--- config.mk ---
export PLATFORM = sky130hd
export DESIGN_NAME = score_keeper_flat
export DESIGN_NICKNAME = d
export VERILOG_FILES = /design/src/rtl/tug_pkg.sv /design/src/rtl/score_keeper_if.sv /design/src/rtl/score_seg7.sv /design/src/rtl/score_keeper.sv /design/src/flat_wrapper.sv
export SDC_FILE = /design/constraint.sdc
export NUM_CORES = 1
export LEC_CHECK = 0
export ABC_AREA = 0
export CORE_UTILIZATION = 51
export CTS_BUF_LIST = sky130_fd_sc_hd__clkbuf_8
export DETAILED_ROUTE_END_ITERATION = 8
export GPL_ROUTABILITY_DRIVEN = 0
export PLACE_DENSITY = 0.81
export SKIP_LAST_GASP = 1
export SYNTH_ARGS = -nofsm -noshare
export SYNTH_HDL_FRONTEND = slang
export SYNTH_SLANG_ARGS = --single-unit
export TNS_END_PERCENT = 20
--- constraint.sdc ---
create_clock -name clk -period 5 [get_ports clk]
set_clock_uncertainty 0.2 [all_clocks]
set_input_delay 1 -clock clk [delete_from_list [all_inputs] [get_ports clk]]
set_output_delay 1 -clock clk [all_outputs]
set_load 0.02 [all_outputs]
--- src/rtl/tug_pkg.sv ---
// Shared types and constants for the tug-of-war score keeper.
// Holds the game FSM state encoding and the active-low 7-segment digit table.
package tug_pkg;

  typedef enum logic [1:0] {
    PLAY      = 2'd0,
    HOLD      = 2'd1,
    GAME_OVER = 2'd2
  } tug_state_e;

  // Active-low segments {g,f,e,d,c,b,a}; entry N is the pattern for digit N.
  localparam logic [7:0][6:0] SEG7_TABLE = {
    7'b1111000,  // 7
    7'b0000010,  // 6
    7'b0010010,  // 5
    7'b0011001,  // 4
    7'b0110000,  // 3
    7'b0100100,  // 2
    7'b1111001,  // 1
    7'b1000000   // 0
  };

endpackage

--- src/rtl/score_keeper_if.sv ---
// Playfield-side signal bundle for the score keeper.
// No valid/ready here: leftWin/rightWin are level flags held by the edge lights
// until roundReset clears them; every other signal is a registered/decoded level.
interface score_keeper_if;

  logic       leftWin;
  logic       rightWin;
  logic       roundReset;
  logic [2:0] leftScore;
  logic [2:0] rightScore;
  logic [6:0] HEX5;
  logic [6:0] HEX0;
  logic       gameOver;

  modport master (
    output leftWin,
    output rightWin,
    input  roundReset,
    input  leftScore,
    input  rightScore,
    input  HEX5,
    input  HEX0,
    input  gameOver
  );

  modport slave (
    input  leftWin,
    input  rightWin,
    output roundReset,
    output leftScore,
    output rightScore,
    output HEX5,
    output HEX0,
    output gameOver
  );

endinterface

--- src/rtl/score_seg7.sv ---
// 3-bit score to active-low 7-segment decoder, purely combinational.
module score_seg7
  import tug_pkg::*;
(
  input  logic [2:0] value,
  output logic [6:0] seg
);

  assign seg = SEG7_TABLE[value];

endmodule

--- src/rtl/score_keeper.sv ---
// Tug-of-war score keeper: counts round wins, pauses the playfield between
// rounds via roundReset, and latches the end of game.
module score_keeper
  import tug_pkg::*;
#(
  parameter int unsigned WIN_SCORE   = 7,
  parameter int unsigned HOLD_CYCLES = 4
) (
  input  logic           clk,
  input  logic           Reset,
  score_keeper_if.slave  io,
  output tug_state_e     dbg_state
);

  localparam logic [2:0] WIN3      = 3'(WIN_SCORE);
  // Loaded on the entry edge, so HOLD lasts load+1 = HOLD_CYCLES cycles.
  localparam logic [7:0] HOLD_LOAD = 8'(HOLD_CYCLES - 1);

  tug_state_e state;
  logic [2:0] left_q;
  logic [2:0] right_q;
  logic [7:0] hold_cnt;
  logic       round_reset_q;
  logic       game_over_q;

  logic [2:0] left_inc;
  logic [2:0] right_inc;

  assign left_inc  = left_q + 3'd1;
  assign right_inc = right_q + 3'd1;

  always_ff @(posedge clk or negedge Reset) begin
    if (!Reset) begin
      state         <= PLAY;
      left_q        <= 3'd0;
      right_q       <= 3'd0;
      hold_cnt      <= 8'd0;
      round_reset_q <= 1'b0;
      game_over_q   <= 1'b0;
    end else begin
      case (state)
        PLAY: begin
          if (io.leftWin && io.rightWin) begin
            state         <= HOLD;
            hold_cnt      <= HOLD_LOAD;
            round_reset_q <= 1'b1;
          end else if (io.leftWin) begin
            left_q        <= left_inc;
            round_reset_q <= 1'b1;
            if (left_inc == WIN3) begin
              state       <= GAME_OVER;
              game_over_q <= 1'b1;
            end else begin
              state       <= HOLD;
              hold_cnt    <= HOLD_LOAD;
            end
          end else if (io.rightWin) begin
            right_q       <= right_inc;
            round_reset_q <= 1'b1;
            if (right_inc == WIN3) begin
              state       <= GAME_OVER;
              game_over_q <= 1'b1;
            end else begin
              state       <= HOLD;
              hold_cnt    <= HOLD_LOAD;
            end
          end
        end

        HOLD: begin
          // Win flags are deliberately not looked at until back in PLAY.
          if (hold_cnt == 8'd0) begin
            state         <= PLAY;
            round_reset_q <= 1'b0;
          end else begin
            hold_cnt <= hold_cnt - 8'd1;
          end
        end

        GAME_OVER: begin
          round_reset_q <= 1'b1;
          game_over_q   <= 1'b1;
        end

        default: begin
          state         <= PLAY;
          hold_cnt      <= 8'd0;
          round_reset_q <= 1'b0;
          game_over_q   <= 1'b0;
        end
      endcase
    end
  end

  assign io.roundReset = round_reset_q;
  assign io.gameOver   = game_over_q;
  assign io.leftScore  = left_q;
  assign io.rightScore = right_q;
  assign dbg_state     = state;

  score_seg7 u_seg_left (
    .value (left_q),
    .seg   (io.HEX5)
  );

  score_seg7 u_seg_right (
    .value (right_q),
    .seg   (io.HEX0)
  );

endmodule

--- src/flat_wrapper.sv ---
// flat-port wrapper written by rule: the top's interface ports become plain ports
module score_keeper_flat import tug_pkg::*;
#(
  parameter int unsigned WIN_SCORE   = 7,
  parameter int unsigned HOLD_CYCLES = 4
)
  (clk, Reset, dbg_state, io_leftWin, io_rightWin, io_roundReset, io_leftScore, io_rightScore, io_HEX5, io_HEX0, io_gameOver);
  score_keeper_if io_i ();
  input  logic clk;
  input  logic Reset;
  output tug_state_e dbg_state;
  input wire logic [$bits(io_i.leftWin)-1:0] io_leftWin;
  input wire logic [$bits(io_i.rightWin)-1:0] io_rightWin;
  output wire logic [$bits(io_i.roundReset)-1:0] io_roundReset;
  output wire logic [$bits(io_i.leftScore)-1:0] io_leftScore;
  output wire logic [$bits(io_i.rightScore)-1:0] io_rightScore;
  output wire logic [$bits(io_i.HEX5)-1:0] io_HEX5;
  output wire logic [$bits(io_i.HEX0)-1:0] io_HEX0;
  output wire logic [$bits(io_i.gameOver)-1:0] io_gameOver;
  assign io_i.leftWin = io_leftWin;
  assign io_i.rightWin = io_rightWin;
  assign io_roundReset = io_i.roundReset;
  assign io_leftScore = io_i.leftScore;
  assign io_rightScore = io_i.rightScore;
  assign io_HEX5 = io_i.HEX5;
  assign io_HEX0 = io_i.HEX0;
  assign io_gameOver = io_i.gameOver;
  score_keeper #(.WIN_SCORE(WIN_SCORE), .HOLD_CYCLES(HOLD_CYCLES)) u_core (.clk(clk), .Reset(Reset), .io(io_i), .dbg_state(dbg_state));
endmodule
==> out/qor.txt <==
Status: completed
Hold-fix buffers, CTS: 0
Top Ports: 28
Post-synthesis cell type count: 36
Initial Util: 54.2%
Vias post-DR: 1,042
Period Utilization, post-route: 64.1%
Critical Path Max Stage Delay: 600 ps
Vias in the first global route: 1,018
Crit path time final: 3210 ps
Die Ht: 50.7 µm
CTS tree: built
Post-CTS Setup Inserts: 0
Number of diodes: 0
Hold_sp: u_core.io.gameOver
Dominant synthesized flop cell: dfrtp_1
GRT overflow: 0
Cells after synthesis: 133
Max-Cap Viols: 0
Final Slew Violations: 0
Slew headroom: 47.1%
Worst VDD drop: 584 µV
Required @ worst endpoint: 3800 ps
Share of layout cells above drive strength 1: 6.88%
Post-synthesis cell area: 1210 µm²
Drt drc: 0
Core Region: 2230 µm²
CTS H-tree lvls: 1
Layer with the highest usage: met2
Post-synthesis sequential area ratio: 37.2%
Fin nets: 177
Slowest CP cell: clkdlybuf4s50_1
Total power: 1250 µW
Detailed Routing Iterations Pass 1: 4
Worst-Margin Slew: 792 ps
Root Buffer: clkbuf_8
Fin. Hold Viols: 0
Dpl cell area: 1500 µm²
RSZ-0062 raised after global routing: no
All-Layer GR Usage: 22.7%
Crit-path leading delay family: buffers and inverters
Clock Path Buffers: 2
Sink Count: 18
Reg2reg start: u_core.hold_cnt[0]
Post_cts resized: 0
Syn avg cell area: 9.11 µm²
CP startpoint: u_core.io.rightScore[0]
Number of DRC markers in iteration 0: 16
Area grow syn2layout: 28.4%
Largest net degree at the start of global routing: 19
Util after Layout: 69.6%
Fraction of registers with async set/reset: 100%
Class of the worst hold path: register to register
Setup TNS: 0 ps
Chip width: 50.7 µm
PD cells: 806 nW/µm²
Met1 Use GR: 29.4%
# rows: 17
Leak: 0.000698 µW
Post-route ant nets: 0
Clk pin slew, worst setup/hold paths: 70 ps
FF+latch count, synth: 18
Worst Setup Path Type: register to output pin
Skew-Pair Late Insertion Delay: 250 ps
Avg WL per Cell: 13.2 µm
CP cell instances: inv_1, ha_1, and2_1, nor2_1, clkdlybuf4s50_1
Antenna violations before repair: 0
DIE AREA: 2570 µm²
Total wire length: 2.49 mm
Met3 Track Usage GR: 5.45%
Worst EP arrival: 2010 ps
Post-synth EDFFs: 0
Yosys synthesis warning count: 0
Post-Syn Nets: 149
Highest net fanout along the worst path: 5
Port Buf Inserts: 27
Post-route cell area: 1560 µm²
Vias per cell: 5.54
Critical Path Start Type: register
Worst setup EP type: output pin
Fmax: 0.312 GHz
WP buf/inv: 2
First-pass GRT wire length: 4.41 mm
Final setup viols: 0
Num CTS Buffers: 3
Dpl hpwl: 1.88 mm
GR Util met2: 37.3%
[where the power goes]
| group | internal, µW | switching [µW] | total [µW] |
|---|---|---|---|
| clock | 70.0 | 48.9 | 119 |
| combinational | 392 | 432 | 825 |
| sequential | 214 | 96.4 | 310 |
[cells in the mapped netlist (2+ instances only)]
library cell / n / area (µm²)
dfrtp_1: 18 / 450
nor2_1: 13 / 48.8
a21oi_1: 12 / 60.1
ha_1: 12 / 150
nand2_1: 12 / 45.0
inv_1: 9 / 33.8
o21ai_0: 6 / 30.0
o21ai_1: 6 / 30.0
xnor2_1: 5 / 43.8
clkbuf_1: 3 / 11.3
mux2_2: 3 / 33.8
and2_1: 2 / 12.5
mux2_1: 2 / 22.5
nor2b_1: 2 / 12.5
nor3_1: 2 / 10.0
nor4_1: 2 / 12.5
o31a_1: 2 / 17.5
or3_1: 2 / 12.5
or3b_1: 2 / 17.5
xor2_1: 2 / 17.5
[cell type report]
| cell class | count | area (µm²) |
|---|---|---|
| Clock buffer | 4 | 55.1 |
| Inverter | 9 | 33.8 |
| Tap cell | 28 | 35.0 |
| Sequential cell | 18 | 450 |
| Timing Repair Buffer | 27 | 270 |
| Fill cell | 168 | 678 |
| Multi-Input combinational cell | 102 | 711 |
[cell families after synthesis]
logic type	after synthesis	share of synthesized area [%]
simple gates	44	19.3
compound gates	33	16.4
flops	18	37.2
buf+inv	13	4.13
fa+ha+maj	12	12.4
xor+xnor	7	5.06
mux	6	5.47
[cell usage in the layout, fill, tap and decap left out, types with 2 or more instances in the layout]
cell type and n:
a21oi_1 12, and2_1 2, clkbuf_8 4, clkdlybuf4s50_1 27, dfrtp_1 18, ha_1 12, inv_1 9, mux2_1 2
mux2_2 3, nand2_1 12, nor2_1 13, nor2b_1 2, nor3_1 2, nor4_1 2, o21ai_0 6, o21ai_1 6
o31a_1 2, or3_1 2, or3b_1 2, xnor2_1 5, xor2_1 2
[metal layers]
layer / wire length (µm) / vias up
li1: - / 519
met1: 1160 / 491
met2: 1190 / 27
met3: 120 / 5
met4: 21 / 0
met5: 0 / -
[state kept, by name, summed over array words and instances, names as in the netlist]
register,flops
u_core.hold_cnt,8
u_core.io.roundReset,1
u_core.dbg_state,2
u_core.io.leftScore,3
u_core.io.rightScore,3
u_core.io.gameOver,1
[stage by stage]
stage,worst slack (ps),std cells,hold WS [ps]
final,1790,188,291
after floorplan,2300,133,289
after global routing,1650,188,315
after CTS,1760,188,299
after detailed placement,1830,184,278
after global placement,1880,184,269
[worst paths after layout]
check | to | slack (ps) | cells past startpoint
worst max-delay path | io_HEX0[3] | 1790 | 5
worst min-delay path | u_core.io.gameOver | 290 | 1
worst max register to register | u_core.hold_cnt[0] | 2580 | 6
worst min register to register | u_core.io.gameOver | 290 | 1
max in group asynchronous | u_core.hold_cnt[0] | 3100 | 1
min in group asynchronous | u_core.io.leftScore[2] | 1000 | 1
[worst reg2reg max path: stages, from the launching register on]
cell and delay [ps]:
dfrtp_1 400, inv_1 90, ha_1 130, or3b_2 490, o31a_1 300, nor3_4 330, mux2_1 360
(Power assumes the default switching activity.)
